## config.mk

```make
export PLATFORM = sky130hd
export DESIGN_NAME = lc3_bus_reader
export DESIGN_NICKNAME = d
export VERILOG_FILES = /design/src/rtl/lc3_bus_reader.sv
export SDC_FILE = /design/constraint.sdc
export NUM_CORES = 1
export LEC_CHECK = 0
export CAP_MARGIN = 20
export CORE_ASPECT_RATIO = 1.25
export CORE_MARGIN = 5
export CORE_UTILIZATION = 51
export DETAILED_ROUTE_END_ITERATION = 10
export PLACE_DENSITY = 0.8
export SYNTH_ARGS = -nofsm -noshare
export SYNTH_HDL_FRONTEND = slang
export SYNTH_SLANG_ARGS = --single-unit
```

## constraint.sdc

```tcl
create_clock -name clk -period 3 [get_ports clk]
set_clock_uncertainty 0.05 [all_clocks]
set_input_delay 0.6 -clock clk [delete_from_list [all_inputs] [get_ports clk]]
set_output_delay 0.6 -clock clk [all_outputs]
set_load 0.005 [all_outputs]
```

## src/rtl/lc3_bus_reader.sv

```systemverilog
// Receiving end of the LC-3 shared data bus: round-robin gate arbiter with a
// turnaround cycle, bus capture, and a small tagged FIFO on a valid/ready port.
module lc3_bus_reader #(
    parameter int N_SRC = 4,
    parameter int WIDTH = 16,
    parameter int DEPTH = 2,
    parameter int SW    = $clog2(N_SRC)
) (
    input  logic             clk,
    input  logic             rst_n,
    input  logic [N_SRC-1:0] req,
    output logic [N_SRC-1:0] gate,
    output logic [N_SRC-1:0] ack,
    input  logic [WIDTH-1:0] bus,
    output logic [WIDTH-1:0] out_data,
    output logic [SW-1:0]    out_src,
    output logic             out_valid,
    input  logic             out_ready,
    output logic             busy
);

    localparam int PW = (DEPTH > 1) ? $clog2(DEPTH) : 1;
    localparam int CW = $clog2(DEPTH + 1);

    typedef enum logic [1:0] {IDLE, DRIVE, SAMPLE} state_t;

    typedef struct packed {
        logic [SW-1:0]    src;
        logic [WIDTH-1:0] data;
    } entry_t;

    state_t         state;
    logic [SW-1:0]  ptr;
    logic [SW-1:0]  winner;
    logic [SW-1:0]  pick;
    logic [SW-1:0]  cand;
    logic           pick_valid;

    entry_t         mem [DEPTH];
    logic [PW-1:0]  rd_ptr;
    logic [PW-1:0]  wr_ptr;
    logic [CW-1:0]  count;
    logic           push;
    logic           pop;
    logic           fifo_room;
    entry_t         head;

    function automatic logic [SW-1:0] src_inc(input logic [SW-1:0] v);
        return (v == SW'(N_SRC - 1)) ? '0 : v + 1'b1;
    endfunction

    function automatic logic [PW-1:0] slot_inc(input logic [PW-1:0] v);
        return (v == PW'(DEPTH - 1)) ? '0 : v + 1'b1;
    endfunction

    function automatic logic [N_SRC-1:0] onehot(input logic [SW-1:0] i);
        return N_SRC'(1) << i;
    endfunction

    // Round-robin search: first requester strictly after the last winner.
    // NOTE: every signal in an always_comb gets a default first, so no path leaves it unassigned and no latch is inferred.
    always_comb begin
        pick_valid = 1'b0;
        pick       = '0;
        cand       = ptr;
        for (int k = 0; k < N_SRC; k++) begin
            cand = src_inc(cand);
            if (!pick_valid && req[cand]) begin
                pick_valid = 1'b1;
                pick       = cand;
            end
        end
    end

    assign push      = (state == SAMPLE);
    assign pop       = out_valid && out_ready;
    assign fifo_room = (count < CW'(DEPTH));

    // NOTE: sequential state uses non-blocking assignments so every register samples pre-edge values.
    always_ff @(posedge clk or negedge rst_n) begin
        if (!rst_n) begin
            state  <= IDLE;
            gate   <= '0;
            ack    <= '0;
            busy   <= 1'b0;
            ptr    <= SW'(N_SRC - 1);
            winner <= '0;
        end else begin
            ack <= '0;
            unique case (state)
                IDLE: begin
                    if (pick_valid && fifo_room) begin
                        winner <= pick;
                        gate   <= onehot(pick);
                        busy   <= 1'b1;
                        state  <= DRIVE;
                    end
                end
                DRIVE: state <= SAMPLE;
                SAMPLE: begin
                    ack   <= onehot(winner);
                    gate  <= '0;
                    busy  <= 1'b0;
                    ptr   <= winner;
                    state <= IDLE;
                end
                default: state <= IDLE;
            endcase
        end
    end

    always_ff @(posedge clk or negedge rst_n) begin
        if (!rst_n) begin
            rd_ptr <= '0;
            wr_ptr <= '0;
            count  <= '0;
        end else begin
            if (push) wr_ptr <= slot_inc(wr_ptr);
            if (pop)  rd_ptr <= slot_inc(rd_ptr);
            unique case ({push, pop})
                2'b10:   count <= count + 1'b1;
                2'b01:   count <= count - 1'b1;
                default: count <= count;
            endcase
        end
    end

    // NOTE: the storage array is not reset; occupancy lives in count, and the output mux hides stale slots.
    always_ff @(posedge clk) begin
        if (push) mem[wr_ptr] <= '{src: winner, data: bus};
    end

    assign head      = mem[rd_ptr];
    assign out_valid = (count != '0);
    assign out_data  = out_valid ? head.data : '0;
    assign out_src   = out_valid ? head.src  : '0;

endmodule

```

Word level (Yosys, flattened, before mapping)
Memories as Yosys holds them, arrays and structs flattened.
Cells that the tools add are included.

word-level totals
  bits in registers = 19
  bits in writable memories = 36
  bits of input ports = 23
  output and inout bits = 28
  logic and storage cells = 82
  memories kept = 1

memories
  name  depth  bits a word  read ports  clocked after memory_dff  write ports  line  RTL
  mem   2      18           1           0                         1            39    entry_t mem [DEPTH];

operators by class
  add/sub/neg operators = 8
  magnitude comparators = 5
  equality and inequality tests = 9
  shifts and indexed selects = 2
  multiplexer cells = 34
  reductions and logical operators = 14

operator list
  kind                                                        count
  2-to-1 mux 2 bit                                            10
  2-to-1 mux 16 bit                                           1
  2-to-1 mux 1 bit                                            13
  equality test 2 bit, second input constant                  6
  less-than comparator 2 x 3 -> 1 bit, second input constant  4
  adder 2 x 1 -> 2 bit, second input constant                 5
  binary-select mux 1 bit (select 2 bit)                      4
  2-to-1 mux 4 bit                                            2
  case mux 2 bit (2 select lines)                             2
  case mux 4 bit (2 select lines)                             1
  << shifter 1 x 2 -> 4 bit, first input constant             2
  nonzero test 2 bit                                          3
  logical AND 1 bit                                           5
  equality test 2 x 1 -> 1 bit, second input constant         2
  AND reduction 2 bit                                         2
  logical NOT 1 bit                                           3
  adder 1 bit, second input constant                          2
  logical NOT 2 bit                                           1
  less-than comparator 2 bit, second input constant           1
  != test 2 bit, second input constant                        1
  case mux 1 bit (2 select lines)                             1
  subtractor 2 x 1 -> 2 bit, second input constant            1

Depth between registers and ports, before layout
Gate-level depths: netlist of the first run.

  word-level depth = 17
  mapped depth = 8
  mapped depth without buffers = 6

Worst setup path before layout of the first run
Ideal clock, no wire load.

  path kind = reg-to-reg
  start = reg state[0]
  end = mem mem[0][0] (netlist name), enable pin
  data arrival time = 1.710 ns
  required time = 2.557 ns
  path slack = 0.847 ns
  stages on the path, launching flop included = 4
  buffers on the path = 0
  clock period less this slack = 2.153 ns
  path through = dfrtp_1 nor2b_1 clkinv_1 nor2_1

on the way
  longest elaborated chain between the ends = 3

ends and longest elaborated chain
  item                                    line  RTL
  start: declaration                      32    state_t state;
  start signal: assignment                82    state <= IDLE;
  start signal: assignment                96    state <= DRIVE;
  start signal: assignment                99    DRIVE: state <= SAMPLE;
  equality test 2 bit                     75    assign push = (state == SAMPLE);
  2-to-1 mux 1 bit                        130   if (push) mem[wr_ptr] <= '{src: winner, data: bus};
  2-to-1 mux 1 bit (implied by the code)  130
  end: declaration                        39

Every way passes these cells.

Worst setup path after layout of the first run
  start = reg ptr[0]
  end = reg gate[0]

on the way
  longest elaborated chain between the ends = 17
  elaborated cells on any way between the ends = 40
  those cells by class = 4 x add/sub; 5 x eq/ne; 1 x shift; 22 x mux; 8 x reduce/logical

ends and longest elaborated chain
  item                                                                           line  RTL
  start: declaration                                                             33    logic [SW-1:0] ptr;
  start signal: assignment                                                       86    ptr <= SW'(N_SRC - 1);
  start signal: assignment                                                       104   ptr <= winner;
  adder 2 x 1 -> 2 bit or equality test 2 bit (tied branches)                    49    return (v == SW'(N_SRC - 1)) ? '0 : v + 1'b1;
  2-to-1 mux 2 bit *                                                             49
  parallel branches: the longest is 15 deep, another holds adder 2 x 1 -> 2 bit  --
  end signal: assignment                                                         94    gate <= onehot(pick);
  end: declaration                                                               12    output logic [N_SRC-1:0] gate,

Every way passes the cells marked *. The select of a mux whose other input is x is not followed.
A chain may end at the register's enable or synchronous reset.

==> results of run 1 <==
[flip-flops by register name (all words and copies together) (netlist names)]
signal,flops
ack,4
rd_ptr,1
ptr,2
gate,4
state,2
count,2
mem,36
winner,2
wr_ptr,1
busy,1
[worst paths after layout]
| path | from | end | slack [ps] |
|---|---|---|---|
| min | state[1] | state[1] | 420 |
| max in group asynchronous | rst_n | state[0] | 1650 |
| max reg2reg | ptr[0] | gate[0] | 360 |
| max | ptr[0] | gate[0] | 360 |
| min reg2reg | state[1] | state[1] | 420 |
| min in group asynchronous | rst_n | ack[3] | 720 |
[Yosys cell counts, drive strengths merged, types with 2 or more instances]
master  instances  area (µm²)
a21oi           3        15.0
xnor2           3        26.3
a22oi           2        20.0
clkbuf          2        17.5
o21ai          10        50.0
and3            2        13.8
and3b           2        18.8
o22a            2        17.5
ha              2        25.0
mux2i          19         190
edfxtp         36        1080
inv             2        7.51
nor2b           4        25.0
or3             3        28.8
dfstp           2        52.6
a22o            2        17.5
nand2b          2        12.5
a21boi          2        15.0
nor2           29         109
dfrtp          17         425
a211oi          2        20.0
o21a            2        15.0
nand2           8        30.0
buf            10        62.6
nor3b           6        45.0
xor2            2        17.5
nand3           2        10.0
[cells by family (layout without fill, tap and decap cells)]
| kind of cell | after synthesis | after routing |
|---|---|---|
| AO/OA/AOI/OAI | 34 | 34 |
| flip-flops | 55 | 55 |
| XOR/XNOR | 5 | 5 |
| buffers and inverters | 15 | 66 |
| adder cells (fa/ha/maj) | 2 | 2 |
| multiplexers | 19 | 19 |
| AND/OR/NAND/NOR | 69 | 69 |
[metal layers]
| layer | GRT usage (%) | up-vias |
|---|---|---|
| met4 | 8.05 | 0 |
| met3 | 3.04 | 11 |
| met5 | 0 | - |
| li1 | - | 829 |
| met2 | 27.3 | 45 |
| met1 | 18.7 | 810 |
[per-stage QoR]
stage                     hold WS [ps]  std cells  total power [mW]  utilization [%]
final                              418        310              3.05             66.3
after global routing               448        310              3.30             66.3
after CTS                          423        310              3.10             66.3
after detailed placement           400        302              2.69             64.3
after global placement             390        302              2.64             64.3
after floorplan                    254        199              2.11                -
[worst max-delay path, stage by stage (launching register included)]
cell	delay, ps
dfstp_2	750
ha_1	500
or3_4	420
a211oi_2	250
a22oi_1	130
a22oi_2	280
a22o_1	200
[report_power, final]
group	switching [mW]	internal, mW	leakage, nW
Sequential	0.151	1.05	0.561
Clock	0.233	0.171	0.0463
Combinational	0.683	0.765	0.605
Total	1.07	1.99	1.21
[cell type report]
cell class,instances,area (µm²)
Timing Repair Buffer,55,538
Inverter,3,11.3
Clock inverter,3,27.5
Fill cell,381,1620
Tap cell,60,75.1
Sequential cell,55,1560
Multi-Input combinational cell,129,901
Clock buffer,5,68.8
==> flow_metrics.env, run 1 <==
export IMPL_rsz0062_at_grt="false"
export IMPL_firstDrtPassIters=4
export IMPL_n_antenna_cell=0
export IMPL_slew_headroom_pct=43.1
export IMPL_ioPinCount=51
export IMPL_drt_met1_wl_um=1920
export IMPL_post_dp_hpwl_um=3460
export IMPL_drc_errors=0
export IMPL_critical_path_class="reg2reg"
export IMPL_synth_top_family_by_area="simple AND/OR/NAND/NOR gates"
export IMPL_grt_antenna_before_repair=0
export IMPL_ys_flop_type="edfxtp_1"
export IMPL_tightest_slew_ps=850
export IMPL_finalMaxSlewViolations=0
export IMPL_synth_seq_area_share_pct=61.1
export IMPL_fin_crit_ps=2640
export IMPL_ant_nets=0
export IMPL_synth_compound_area_share_pct=9.51
export IMPL_die_area_um2=6530
export IMPL_met3WireLength_um=219
export IMPL_final_common_cell="clkdlybuf4s50_1"
export IMPL_io_buffers=50
export IMPL_nets=274
export IMPL_drv_cap=0
export IMPL_r2r_cells=6
export IMPL_track_usage_pct=15.9
export IMPL_worstPathMaxFanout=22
export IMPL_clockBufferDepth=2
export IMPL_synth_seq_cells=55
export IMPL_die_w_um=73.3
export IMPL_synthArstFlopShare_pct=34.5
export IMPL_holdCritPathClass="reg2reg"
export IMPL_peakVddDrop_uv=469
export IMPL_vias=1695
export IMPL_synthCells=199
export IMPL_dr_max_layer_used="met4"
export IMPL_synth_edff_count=36
export IMPL_place_gp_congestion=0.869
export IMPL_clk_pin_slew_worst_paths_ps=100
export IMPL_cts_hold_buffers_added=0
export IMPL_grt_overflow=0
export IMPL_fmax_ghz=0.379
export IMPL_arrival_ps=2840
export IMPL_layout_setup_ws_ps=361
export IMPL_finalHoldViolCount=0
export IMPL_min_period_over_period_pct=88.0
export IMPL_synth_area_um2=2550
export IMPL_cts_made_buffers=5
export IMPL_start_util_pct=53.2
export IMPL_synth_xor_area_share_pct=1.72
export IMPL_insertion_delay_ps=310
export IMPL_dp_slack_ps=371
export IMPL_synth_nets=224
export IMPL_yosys_warnings=0
export IMPL_cts_root_buf="clkbuf_8"
export IMPL_setup_viol=0
export IMPL_layout_common_cells="50 x clkdlybuf4s50_1, 36 x edfxtp_1, 29 x nor2_1"
export IMPL_grt_max_degree=23
export IMPL_cts_sinks=55
export IMPL_place_area_um2=3080
export IMPL_first_iter_violations=42
export IMPL_wl_per_cell_um=15.3
export IMPL_syn_avg_cell_area_um2=12.8
export IMPL_first_global_vias=1654
export IMPL_startpoint_type="register"
export IMPL_cts_setup_buffers=0
export IMPL_die_y_um=89.1
export IMPL_yosysUniqueCellTypes=58
export IMPL_ctsResizeCount=0
export IMPL_via_per_inst=5.47
export IMPL_routed_wl_um=4750
export IMPL_p_leak_nw=1.21
export IMPL_synth_simple_gate_area_share_pct=15.6
export IMPL_fin_area_um2=3180
export IMPL_coreArea_um2=4800
export IMPL_layout_drive_gt1_share_pct=9.20
export IMPL_fp_row_count=28
export IMPL_grt_first_pass_wirelength_um=7880
export IMPL_synth_area_mux_share_pct=7.45
export IMPL_min_path_cells=1
export IMPL_cp_required_ps=3200
export IMPL_synthAdderAreaFrac_pct=0.981
export IMPL_status="complete, no violations"
export IMPL_power_density_nw_per_um2=960
export IMPL_area_growth_pct=24.7
export IMPL_critPathCaptureType="register"
export IMPL_htreeDepth=2
export IMPL_met2WireLength_um=2480
export IMPL_fin_tns_setup_ps=0
export IMPL_cts_tree="built"
No activity file was read; power rests on OpenSTA's default activity.
==> run 2, diff against run 1 <==
--- a/config.mk
+++ b/config.mk
@@ -11,6 +11,7 @@
 export CORE_UTILIZATION = 51
 export DETAILED_ROUTE_END_ITERATION = 10
 export PLACE_DENSITY = 0.8
+export REMOVE_ABC_BUFFERS = 1
 export SYNTH_ARGS = -nofsm -noshare
 export SYNTH_HDL_FRONTEND = slang
 export SYNTH_SLANG_ARGS = --single-unit
==> run 2 against run 1 <==
Fmax shrank 0.66%; largest cell class unchanged; largest power group unchanged; design area is 0.39% higher; critical path depth stayed put; clock power rose by 16%; via count decreased by 0.71%; combinational power hardly changed; register-to-register slack lost 20 ps; cell count shrank 0.32%; critical path type unchanged; setup slack lost 18 ps; global-route usage rose by 0.42 points; non-clock buffer count is 1 lower; sequential share of layout area down 0.19 points.
==> flow_metrics.env, run 2 (synthesis results as in run 1) <==
export IMPL_fin_tns_setup_ps=0
export IMPL_cts_sinks=55
export IMPL_insertion_delay_ps=300
export IMPL_grt_max_degree=23
export IMPL_ioPinCount=51
export IMPL_fin_crit_ps=2660
export IMPL_die_area_um2=6530
export IMPL_post_dp_hpwl_um=3370
export IMPL_fin_hold_ws_ps=415
export IMPL_critPathCaptureType="register"
export IMPL_finalHoldViolCount=0
export IMPL_vias=1683
export IMPL_finalMaxSlewViolations=0
export IMPL_rsz0062_at_grt="false"
export IMPL_n_antenna_cell=0
export IMPL_cts_hold_buffers_added=0
export IMPL_track_usage_pct=16.3
export IMPL_slew_headroom_pct=45.3
export IMPL_total_power_mw=3.11
export IMPL_holdPathEnd="ptr[1]"
export IMPL_io_buffers=50
export IMPL_grt_first_pass_wirelength_um=8090
export IMPL_area_growth_pct=25.2
export IMPL_htreeDepth=2
export IMPL_via_per_inst=5.45
export IMPL_cp_cell_sequence="ha_1 > or3_4 > a211oi_2 > a22oi_1 > a22oi_2 > a22o_1"
export IMPL_die_w_um=73.3
export IMPL_firstDrtPassIters=4
export IMPL_nets=273
export IMPL_status="complete, no violations"
export IMPL_first_global_vias=1662
export IMPL_first_iter_violations=39
export IMPL_ctsResizeCount=0
export IMPL_min_path_cells=2
export IMPL_arrival_ps=2850
export IMPL_drv_cap=0
export IMPL_r2r_slack_ps=340
export IMPL_coreArea_um2=4800
export IMPL_slowest_delay_ps=760
export IMPL_cts_root_buf="clkbuf_8"
export IMPL_top_register="mem"
export IMPL_routed_wl_um=4770
export IMPL_power_density_nw_per_um2=974
export IMPL_cp_required_ps=3200
export IMPL_clk_pin_slew_worst_paths_ps=90
export IMPL_start_util_pct=53.2
export IMPL_crit_buf_inv=0
export IMPL_r2r_cells=6
export IMPL_place_gp_congestion=0.884
export IMPL_dp_slack_ps=364
export IMPL_cpLargestDelayFamily="compound AO/OA/AOI/OAI gates"
export IMPL_cts_made_buffers=5
export IMPL_r2r_start="ptr[0]"
export IMPL_grt_overflow=0
export IMPL_grt_antenna_before_repair=0
export IMPL_worst_path_max_delay_cell="dfstp_2"
export IMPL_final_common_cell="clkdlybuf4s50_1"
export IMPL_holdCritPathClass="reg2reg"
export IMPL_layout_common_cells="50 x clkdlybuf4s50_1, 36 x edfxtp_1, 29 x nor2_1"
export IMPL_p_leak_nw=1.22
export IMPL_min_from="ptr[1]"
export IMPL_tightest_slew_ps=821
export IMPL_critical_path_class="reg2reg"
export IMPL_ant_nets=0
export IMPL_cts_tree="built"
export IMPL_fp_row_count=28
export IMPL_wl_per_cell_um=15.4
export IMPL_layout_drive_gt1_share_pct=8.84
export IMPL_peakVddDrop_uv=587
export IMPL_r2r_end="gate[1]"
export IMPL_worstPathMaxFanout=22
export IMPL_layout_setup_ws_ps=344
export IMPL_fmax_ghz=0.376
export IMPL_nFillCells=371
export IMPL_setup_viol=0
export IMPL_clockBufferDepth=2
export IMPL_largest_register_ff_count=36
export IMPL_die_y_um=89.1
export IMPL_biggestRegsByFlops="mem: 36 flops, ack: 4 flops, gate: 4 flops"
export IMPL_drc_errors=0
export IMPL_min_period_over_period_pct=88.5
export IMPL_cts_setup_buffers=0
export IMPL_startpoint_type="register"
run 2: worst max path at each step:
stage	slack [ps]	startpoint	end	cells past startpoint
after floorplan	700	ptr[0]	gate[0]	6
after global placement	360	req[1]	gate[1]	6
after detailed placement	360	req[1]	gate[1]	6
after CTS	340	ptr[0]	gate[1]	6
after global routing	170	ptr[0]	gate[0]	6
final	340	ptr[0]	gate[1]	6
run 2: area by class of cell:
type / instances / area (µm²) / share of cell area (%)
Clock buffer: 7 / 108 / 3.37
Clock inverter: 1 / 8.76 / 0.274
Inverter: 3 / 11.3 / 0.353
Multi-Input combinational cell: 129 / 901 / 28.2
Sequential cell: 55 / 1560 / 48.8
Tap cell: 60 / 75.1 / 2.35
Timing Repair Buffer: 54 / 531 / 16.6
run 2: stage by stage:
| stage | cell area, µm² | cells | util [%] |
|---|---|---|---|
| 2_1_floorplan | 2470 | 187 | - |
| 3_3_place_gp | 3080 | 301 | 64.1 |
| 3_5_place_dp | 3080 | 301 | 64.1 |
| 4_1_cts | 3190 | 309 | 66.5 |
| 5_1_grt | 3190 | 309 | 66.5 |
| 6_report | 3190 | 309 | 66.5 |
run 2: per-layer routing:
metal	global-route usage [%]	vias up	wire length (µm)
met3	3.49	10	259
met1	20.8	798	2020
met5	0	-	0
li1	-	827	-
met2	26.7	48	2390
met4	7.05	0	104
run 2: worst reg2reg max path: cells and delay by family (launching register included):
family / cells / cell delay, ps
DFF: 1 / 760
adders and majority gates: 1 / 510
and+or+nand+nor: 1 / 420
AOI/OAI and AO/OA: 4 / 860
run 2: where the power goes:
part,internal (mW),switching [mW]
clock,0.241,0.226
sequential,1.05,0.136
combinational,0.765,0.692
total,2.06,1.05
==> run 3, diff against run 2 <==
--- a/config.mk
+++ b/config.mk
@@ -9,9 +9,11 @@
 export CORE_ASPECT_RATIO = 1.25
 export CORE_MARGIN = 5
 export CORE_UTILIZATION = 51
+export CTS_CLUSTER_SIZE = 24
 export DETAILED_ROUTE_END_ITERATION = 10
 export PLACE_DENSITY = 0.8
 export REMOVE_ABC_BUFFERS = 1
 export SYNTH_ARGS = -nofsm -noshare
 export SYNTH_HDL_FRONTEND = slang
 export SYNTH_SLANG_ARGS = --single-unit
+export TNS_END_PERCENT = 30
==> results of run 3 <==
Final layout, timing and power as in run 2 (identical DEF).
